==> src/rtl/uart_tx_fifo_pkg.sv <==
// Shared constants and types for the UART transmitter.
// Frame-format encodings, FSM states and a frame-length helper.
package uart_pkg;

  localparam int PARITY_NONE = 0;
  localparam int PARITY_EVEN = 1;
  localparam int PARITY_ODD  = 2;

  typedef enum logic [2:0] {
    ST_IDLE,
    ST_START,
    ST_DATA,
    ST_PARITY,
    ST_STOP
  } uart_tx_state_t;

  function automatic int frame_bits(
    input int data_bits,
    input int parity,
    input int stop_bits
  );
    int par;
    par = (parity != PARITY_NONE) ? 1 : 0;
    return 1 + data_bits + par + stop_bits;
  endfunction

endpackage

==> src/rtl/uart_tx_fifo_if.sv <==
// Valid/ready write channel carrying one UART data word.
// The producer is the master; the FIFO is the slave.
interface uart_tx_fifo_if #(
  parameter int W = 8
) ();

  logic         valid;
  logic [W-1:0] data;
  logic         ready;

  modport master (
    output valid,
    output data,
    input  ready
  );

  modport slave (
    input  valid,
    input  data,
    output ready
  );

endinterface

==> src/rtl/uart_tx_fifo_sync.sv <==
// Generic single-clock FIFO with extra-MSB pointers.
// Ready on the write channel is simply not-full.
module uart_sync_fifo #(
  parameter int WIDTH = 8,
  parameter int DEPTH = 16
) (
  input  logic                   clk,
  input  logic                   rst,
  uart_tx_fifo_if.slave          wr,
  input  logic                   pop,
  output logic [WIDTH-1:0]       rd_data,
  output logic                   empty,
  output logic [$clog2(DEPTH):0] level
);

  localparam int AW = $clog2(DEPTH);

  logic [WIDTH-1:0] mem [DEPTH];
  logic [AW:0]      wptr;
  logic [AW:0]      rptr;
  logic             full;
  logic             do_push;
  logic             do_pop;

  assign empty = (wptr == rptr);
  assign full  = (wptr[AW] != rptr[AW]) &&
                 (wptr[AW-1:0] == rptr[AW-1:0]);
  assign level = wptr - rptr;

  assign wr.ready = !full;
  assign do_push  = wr.valid && !full;
  assign do_pop   = pop && !empty;
  assign rd_data  = mem[rptr[AW-1:0]];

  always_ff @(posedge clk) begin
    if (rst) begin
      wptr <= '0;
      rptr <= '0;
    end else begin
      if (do_push) wptr <= wptr + 1'b1;
      if (do_pop)  rptr <= rptr + 1'b1;
    end
  end

  // Storage needs no reset; the pointers define validity.
  always_ff @(posedge clk) begin
    if (do_push) mem[wptr[AW-1:0]] <= wr.data;
  end

endmodule

==> src/rtl/uart_tx_fifo.sv <==
// UART transmitter with transmit FIFO and fractional baud.
// Line, busy and done are registered and mutually aligned.
module uart_tx_fifo
  import uart_pkg::*;
#(
  parameter int CLK_HZ     = 100000000,
  parameter int BAUD       = 115200,
  parameter int DATA_BITS  = 8,
  parameter int PARITY     = PARITY_NONE,
  parameter int STOP_BITS  = 1,
  parameter int FIFO_DEPTH = 16
) (
  input  logic                        sys_clk_i,
  input  logic                        sys_rst_i,
  input  logic                        tx_valid_i,
  input  logic [DATA_BITS-1:0]        tx_data_i,
  output logic                        tx_ready_o,
  output logic                        uart_tx_o,
  output logic                        tx_busy_o,
  output logic                        tx_done_o,
  output logic [$clog2(FIFO_DEPTH):0] fifo_level_o
);

  localparam int ACC_W = $clog2(CLK_HZ) + 1;
  localparam int SW    = ACC_W + 1;
  localparam int CW    = $clog2(DATA_BITS);

  localparam logic [SW-1:0] BAUD_W = SW'(BAUD);
  localparam logic [SW-1:0] CLK_W  = SW'(CLK_HZ);

  localparam logic [CW-1:0] LAST_DATA = CW'(DATA_BITS - 1);
  localparam logic [CW-1:0] LAST_STOP = CW'(STOP_BITS - 1);

  uart_tx_state_t       state;
  uart_tx_state_t       state_nxt;
  logic [ACC_W-1:0]     acc;
  logic [ACC_W-1:0]     acc_nxt;
  logic [SW-1:0]        sum;
  logic                 tick;
  logic [DATA_BITS-1:0] shreg;
  logic [DATA_BITS-1:0] shreg_nxt;
  logic [CW-1:0]        cnt;
  logic [CW-1:0]        cnt_nxt;
  logic                 par;
  logic                 par_nxt;
  logic                 line_q;
  logic                 line_nxt;
  logic                 busy_q;
  logic                 done_q;
  logic                 done_nxt;
  logic                 pop;
  logic                 fifo_empty;
  logic [DATA_BITS-1:0] fifo_dout;
  logic                 load_par;

  uart_tx_fifo_if #(.W(DATA_BITS)) wr_if ();

  assign wr_if.valid = tx_valid_i;
  assign wr_if.data  = tx_data_i;
  assign tx_ready_o  = wr_if.ready;

  uart_sync_fifo #(
    .WIDTH (DATA_BITS),
    .DEPTH (FIFO_DEPTH)
  ) u_fifo (
    .clk     (sys_clk_i),
    .rst     (sys_rst_i),
    .wr      (wr_if),
    .pop     (pop),
    .rd_data (fifo_dout),
    .empty   (fifo_empty),
    .level   (fifo_level_o)
  );

  // Accumulator is pinned at zero while idle so frames
  // always begin phase-aligned.
  assign sum  = {1'b0, acc} + BAUD_W;
  assign tick = (state != ST_IDLE) && (sum >= CLK_W);

  always_comb begin
    acc_nxt = ACC_W'(sum);
    if (state == ST_IDLE) acc_nxt = '0;
    else if (tick)        acc_nxt = ACC_W'(sum - CLK_W);
  end

  assign load_par = (^fifo_dout) ^ (PARITY == PARITY_ODD);

  always_comb begin
    state_nxt = state;
    shreg_nxt = shreg;
    cnt_nxt   = cnt;
    par_nxt   = par;
    pop       = 1'b0;
    done_nxt  = 1'b0;
    line_nxt  = 1'b1;
    unique case (state)
      ST_IDLE: begin
        if (!fifo_empty) begin
          pop       = 1'b1;
          shreg_nxt = fifo_dout;
          par_nxt   = load_par;
          cnt_nxt   = '0;
          state_nxt = ST_START;
        end
      end
      ST_START: begin
        line_nxt = 1'b0;
        if (tick) begin
          cnt_nxt   = '0;
          state_nxt = ST_DATA;
        end
      end
      ST_DATA: begin
        line_nxt = shreg[0];
        if (tick) begin
          shreg_nxt = shreg >> 1;
          if (cnt == LAST_DATA) begin
            cnt_nxt   = '0;
            state_nxt = (PARITY != PARITY_NONE) ?
                        ST_PARITY : ST_STOP;
          end else begin
            cnt_nxt = cnt + 1'b1;
          end
        end
      end
      ST_PARITY: begin
        line_nxt = par;
        if (tick) begin
          cnt_nxt   = '0;
          state_nxt = ST_STOP;
        end
      end
      ST_STOP: begin
        line_nxt = 1'b1;
        if (tick) begin
          if (cnt == LAST_STOP) begin
            done_nxt  = 1'b1;
            cnt_nxt   = '0;
            state_nxt = ST_IDLE;
            if (!fifo_empty) begin
              pop       = 1'b1;
              shreg_nxt = fifo_dout;
              par_nxt   = load_par;
              state_nxt = ST_START;
            end
          end else begin
            cnt_nxt = cnt + 1'b1;
          end
        end
      end
      default: state_nxt = ST_IDLE;
    endcase
  end

  always_ff @(posedge sys_clk_i) begin
    if (sys_rst_i) begin
      state  <= ST_IDLE;
      acc    <= '0;
      shreg  <= '0;
      cnt    <= '0;
      par    <= 1'b0;
      line_q <= 1'b1;
      busy_q <= 1'b0;
      done_q <= 1'b0;
    end else begin
      state  <= state_nxt;
      acc    <= acc_nxt;
      shreg  <= shreg_nxt;
      cnt    <= cnt_nxt;
      par    <= par_nxt;
      line_q <= line_nxt;
      busy_q <= (state != ST_IDLE);
      done_q <= done_nxt;
    end
  end

  assign uart_tx_o = line_q;
  assign tx_busy_o = busy_q;
  assign tx_done_o = done_q;

endmodule

==> config.mk <==
export PLATFORM = sky130hd
export DESIGN_NAME = uart_tx_fifo
export DESIGN_NICKNAME = d
export VERILOG_FILES = /design/src/rtl/uart_tx_fifo_pkg.sv /design/src/rtl/uart_tx_fifo_if.sv /design/src/rtl/uart_tx_fifo_sync.sv /design/src/rtl/uart_tx_fifo.sv
export SDC_FILE = /design/constraint.sdc
export NUM_CORES = 1
export LEC_CHECK = 0
export CAP_MARGIN = 20
export CORE_MARGIN = 8
export CORE_UTILIZATION = 25
export DETAILED_ROUTE_END_ITERATION = 7
export GPL_ROUTABILITY_DRIVEN = 0
export GPL_TIMING_DRIVEN = 0
export PLACE_DENSITY = 0.39
export SYNTH_ARGS = -nofsm -noshare
export SYNTH_HDL_FRONTEND = slang
export SYNTH_HIERARCHICAL = 1
export SYNTH_SLANG_ARGS = --single-unit
==> constraint.sdc <==
create_clock -name sys_clk_i -period 3.65 [get_ports sys_clk_i]
set_input_delay 0.365 -clock sys_clk_i [delete_from_list [all_inputs] [get_ports sys_clk_i]]
set_output_delay 0.365 -clock sys_clk_i [all_outputs]
set_load 0.01 [all_outputs]
# After elaboration in Yosys (flattened, before gate mapping)
# Memories as Yosys holds them, arrays and structs flattened. A register that Yosys moved wholly into a read port is not among the register bits.
# Index checks and enable logic that the tools add are counted.
# Widths: inputs -> output; s select.
[totals]
ff_bits = 56
ramBits = 128
input_bits = 11
out_inout_bits = 9
elab_cells = 92
n_memories = 1
[memory_table]
columns = ["name", "depth", "width", "rd", "rd_clocked_by_memory_dff", "wr", "line_no", "rtl"]
rows = [
  ["u_fifo.mem", 16, 8, 1, 1, 1, "uart_tx_fifo_sync.sv:18", "logic [WIDTH-1:0] mem [DEPTH];"],
]
[classes]
n_addsub = 6
magnitude_cmp = 1
eq_ne = 16
n_mux = 36
n_bitwise = 2
n_reduce_logical = 20
[ops]
columns = ["cell", "n"]
rows = [
  ["$mux 3", 13],
  ["$mux 8", 4],
  ["$add 28x17->29 const B", 1],
  ["$ge 29x27->1 const B", 1],
  ["$mux 28", 1],
  ["$sub 28x27->28 const B", 1],
  ["$pmux 8 s3", 1],
  ["$pmux 3 s5", 1],
  ["$ne 2x2->1 const B", 7],
  ["$pmux 3 s4", 1],
  ["$add 5x1->5 const B", 2],
  ["$mux 1", 10],
  ["$mux 4", 2],
  ["$reduce_xor 8->1", 1],
  ["$reduce_and 7->1", 1],
  ["$eq 3x2->1 const B", 2],
  ["$eq 3x3->1 const B", 2],
  ["$logic_not 3->1", 2],
  ["$reduce_bool 3->1", 2],
  ["$eq 5x5->1", 1],
  ["$reduce_and 5->1", 1],
  ["$sub 5x5->5", 1],
  ["$eq 4x4->1", 1],
  ["$logic_and 1x1->1", 4],
  ["other kinds (14)", 18],
]

# Depth between registers and ports, before layout
[logic_depth]
ltp_word = 8
mapped_depth = 14
mapped_depth_nobuf = 13

# Hierarchy
# Netlist, hierarchy kept.
[by_module_without_submodules]
columns = ["mod", "instances", "cells_each", "area_each_um2", "seq_area_each_um2"]
rows = [
  ["uart_sync_fifo", 1, 303, 5655.4, 4124.0],
  ["uart_tx_fifo", 1, 304, 2539.9, 760.7],
]

# Least setup slack after synthesis
# OpenSTA, ideal clock, no wires.
[synth_path]
path_kind = "reg-to-reg"
from = "reg acc[9]"
to = "reg u_fifo.rptr[4]"
setup_ns = 0.128
t_arrival_ns = 2.970
required_ns = 3.522
path_slack_ns = 0.552
path_stages_with_launch = 15
n_path_buf = 1
synth_period_minus_slack_ns = 3.098
path_cell_list = "dfxtp_1 ha_1 nand4_4 or4_1 a21o_1 a211oi_2 and2b_4 a31o_2 a21oi_1 inv_1 buf_4 nand2_1 a2111oi_2 xnor2_1 nor2_1"
[synth_between]
elab_chain_len = 6
[synth_rtl]
columns = ["element", "line_no", "rtl"]
rows = [
  ["start, declared", "uart_tx_fifo.sv:36", "logic [ACC_W-1:0] acc;"],
  ["start signal, assigned", "uart_tx_fifo.sv:167", "acc <= acc_nxt;"],
  ["$add 28x17->29", "uart_tx_fifo.sv:77", "assign sum = {1'b0, acc} + BAUD_W;"],
  ["$ge 29x27->1", "uart_tx_fifo.sv:78", "assign tick = (state != ST_IDLE) && (sum >= CLK_W);"],
  ["$logic_and 1x1->1", "uart_tx_fifo.sv:78", ""],
  ["$mux 1", "uart_tx_fifo.sv:135", "if (tick) begin"],
  ["$pmux 1 s2", "uart_tx_fifo.sv:96", "unique case (state)"],
  ["net pop", "uart_tx_fifo.sv:51", "logic pop;"],
  ["$logic_and 1x1->1", "uart_tx_fifo_sync.sv:32", "assign do_pop = pop && !empty;"],
  ["end signal, assigned", "uart_tx_fifo_sync.sv:41", "if (do_pop) rptr <= rptr + 1'b1;"],
  ["end, declared", "uart_tx_fifo_sync.sv:20", "logic [AW:0] rptr;"],
]
# The timed path passes the listed nets, and every way through them passes these cells.
# A chain may end at the register's enable or synchronous reset.

# Worst setup path in the final report
[layout_path]
from = "reg acc[10]"
to = "reg u_fifo.rptr[4]"
# Same word-level chain as after synthesis.

==> metrics.yaml <==
route:
  drc: 0
  drtIter0Drc: 423
  vias: 5071
  drtAntennaViolNets: 0
  wl_um: 19700
  wl_per_cell_um: 17.9
  drtPass1Iterations: 5
  viasPerCell: 4.61
setup_path:
  reg2reg_from: "acc[10]$_SDFF_PP0_"
  rr_endpoint: "u_fifo/rptr[4]$_SDFFE_PP0P_"
  setup.worst_path.end_class: "flip-flop"
  worstPathRequired_ns: 3.98
  path_class: "reg2reg"
  reg2reg_depth: 14
  cp.arrival_ns: 3.74
  crit_fanout: 11
  r2r_setup_slack_ns: 0.24
  startpoint_type: "flip-flop"
grt:
  grt_pass1_wl_um: 30500
  overflow: 0
  antenna_found_initial: 0
  grt_usage_pct: 10.5
  grt_max_degree: 20
  grt_pass1_vias: 5136
cts:
  cts.sinks: 180
  post_cts_buffers: 0
  insertion_delay_ns: 0.46
  cts_tree: "built"
  cts_buffers: 17
  root_buffer: "clkbuf_16"
  ctsHtreeMaxLevel: 4
  path_clk_slew_ns: 0.08
  cts_buffer_depth: 2
placed_design:
  dp_hpwl_um: 13600
  pre_cts_ws_ns: -0.125
  io_buffers: 19
final_layout:
  final_core_util_pct: 29.8
  area_delta_synth_final_pct: 17.7
  nets: 674
  drive_above_1_share_pct: 16.7
  antenna_cells: 0
  fill_cells: 3317
yosys:
  syn_area_sq_um: 8200
  ys_warn_count: 6
  synth_flop_cell: "edfxtp_1"
  syn_nets: 635
  synth-async-reset-ratio_pct: 0
  netlist_instances: 607
  ys_seq_elements: 180
  synth.top_cell.area_share_pct: 46.9
  ys_types: 64
  seq_area_frac_synth_pct: 59.6
  yosys.area.top_type: "edfxtp_1"
  synth_area_leaders: "edfxtp_1, dfxtp_1, mux4_2"
  avgSynthCellArea_sq_um: 13.5
  synth_edf_count: 128
power_and_ir_drop:
  comb_power_share_pct: 24.0
  peakVddDrop_uv: 410
  seqPwrFrac_pct: 41.4
  p_sw_mw: 1.76
  p_int_mw: 3.93
  powerDensity_nw_per_um2: 589
  clkPwrFrac_pct: 34.6
  p_sw_share_pct: 30.9
  p_leak_nw: 3.07
floorplan:
  dieArea_sq_um: 38800
  die_x_um: 197
  start_util_pct: 25.3
  dieHeight_um: 197
  row_count: 66
  core-area_sq_um: 32400
  ios: 20
sta:
  fin_crit_ns: 3.41
  slew_headroom_pct: 38.6
  finalSetupViolations: 0
  period_share_pct: 93.5
  maxSlewViolCount: 0
  finClkSkew_ns: 0.0294
  tightest_slew_ns: 0.917
  hold_viol: 0
  worst_slack_ns: 0.236
  fmax_ghz: 0.293
  whs_ns: 0.474
worst_hold_path:
  whs_endpoint: "shreg[7]$_SDFFE_PP0P_"
  hold_start: "shreg[7]$_SDFFE_PP0P_"
  holdPathStages: 2
  hold_class: "reg2reg"
status:
  status: "completed"
job:
  cap_violations: 0
per-layer routing:
| layer | vias to the layer above | part of all wire [%] | track usage, % | wire (um) |
|---|---|---|---|---|
| li1 | 2373 | - | - | - |
| met1 | 2583 | 45 | 12.8 | 8920 |
| met2 | 102 | 51 | 17.7 | 9980 |
| met3 | 13 | 3.0 | 2.30 | 596 |
| met4 | 0 | 1.3 | 4.12 | 254 |
| met5 | - | 0 | 0 | 0 |
timing repair:
| action | 4_1_cts | 5_1_grt |
|---|---|---|
| hold buffers | 0 | 0 |
| pin swaps | 0 | 1 |
| hold endpoints to repair | 0 | 0 |
| gates resized for setup | 2 | 6 |
| endpoints found under the setup margin | 2 | 5 |
sequential cells by signal, indices dropped and copies added, names as in the netlist, named ones only:
| name | cells |
|---|---|
| u_fifo/mem | 128 |
| acc | 20 |
| shreg | 8 |
| u_fifo/rptr | 5 |
| u_fifo/wptr | 5 |
| cnt | 3 |
| state | 3 |
| par | 1 |
| tx_busy_o | 1 |
| tx_done_o | 1 |
| uart_tx_o | 1 |
through the flow:
step	total power [mW]	setup TNS [ns]	cell area, sq um	cells
after floorplan	3.35	0	8200	607
after global placement	3.76	-0.150	8940	1068
after detailed placement	3.77	-0.167	8970	1069
after CTS	5.77	0	9610	1101
after global routing	5.96	-0.0214	9650	1101
final	5.69	0	9650	1101
cells by family after synthesis:
| family | synth area share, % |
|---|---|
| AOI/OAI and AO/OA | 8.86 |
| xor gates and xnor gates | 5.33 |
| adders and majority gates | 2.69 |
| buffers and inverters | 2.40 |
| DFF | 59.6 |
| muxes | 9.89 |
| and+or+nand+nor | 11.2 |
how the worst max path moves through the flow:
stage                       startpoint                     endpoint  slack [ns]
floorplan            acc[9]$_SDFF_PP0_  u_fifo/rptr[4]$_SDFFE_PP0P_        0.55
global placement     acc[9]$_SDFF_PP0_  u_fifo/rptr[4]$_SDFFE_PP0P_       -0.13
detailed placement   acc[9]$_SDFF_PP0_  u_fifo/rptr[4]$_SDFFE_PP0P_       -0.12
CTS                  acc[9]$_SDFF_PP0_  u_fifo/rptr[4]$_SDFFE_PP0P_        0.02
global route        acc[10]$_SDFF_PP0_  u_fifo/rptr[4]$_SDFFE_PP0P_       -0.02
finish              acc[10]$_SDFF_PP0_  u_fifo/rptr[4]$_SDFFE_PP0P_        0.24
worst max-delay path: stages (launching register included):
cell       delay, ns
dfxtp_1         0.42
ha_4            0.21
nand4_4         0.15
or4_1           0.44
a21o_1          0.23
a211oi_4        0.31
and2b_4         0.23
a31o_2          0.20
a21oi_1         0.12
inv_1           0.10
buf_4           0.19
nand2_1         0.14
a2111oi_4       0.35
xnor2_1         0.16
nor2_1          0.05
layout make-up:
class | count | area, sq um | share of cell area (%)
Buffer | 27 | 133 | 1.37
Clock buffer | 17 | 425 | 4.41
Clock inverter | 15 | 201 | 2.09
Inverter | 17 | 63.8 | 0.661
Multi-Input combinational cell | 383 | 3190 | 33.0
Sequential cell | 180 | 4890 | 50.7
Tap cell | 442 | 553 | 5.73
Timing Repair Buffer | 20 | 198 | 2.05
synth_stat cells (3+ instances only):
cell type    n
a211o_1      3
a211oi_1    14
a211oi_2     3
a21o_1       5
a21oi_1     18
a22oi_1     17
a31oi_1      4
and2_2       3
and3_1      10
buf_1        5
buf_2        7
buf_4        4
clkbuf_1    10
dfxtp_1     52
edfxtp_1   128
ha_1        16
inv_1       17
mux2i_1      9
mux4_2      32
nand2_1     35
nand2b_1     4
nand3_1     19
nand4_1      3
nor2_1      59
nor3_1      22
nor4b_1      3
o21a_1       4
o21ai_0      7
or3_1        4
xnor2_1     32
xor2_1      16
power by group through the flow:
stage	sequential, mW	clock, mW	combinational [mW]
after floorplan	2.38	0	0.964
after global placement	2.39	0	1.36
after detailed placement	2.40	0	1.37
after CTS	2.35	2.03	1.38
after global routing	2.37	2.10	1.49
final	2.35	1.97	1.36
placed cells by master, fill, tap and decap left out, types with 17 or more instances in the layout:
master / instances
clkbuf_16: 17
nand2_1: 35
a22oi_1: 17
edfxtp_1: 128
mux4_2: 32
dfxtp_1: 51
nand3_1: 19
nor2_1: 59
nor3_1: 18
xnor2_1: 31
clkdlybuf4s50_1: 19
a21oi_1: 18
inv_1: 17
No activity file was read; power rests on OpenSTA's default activity.
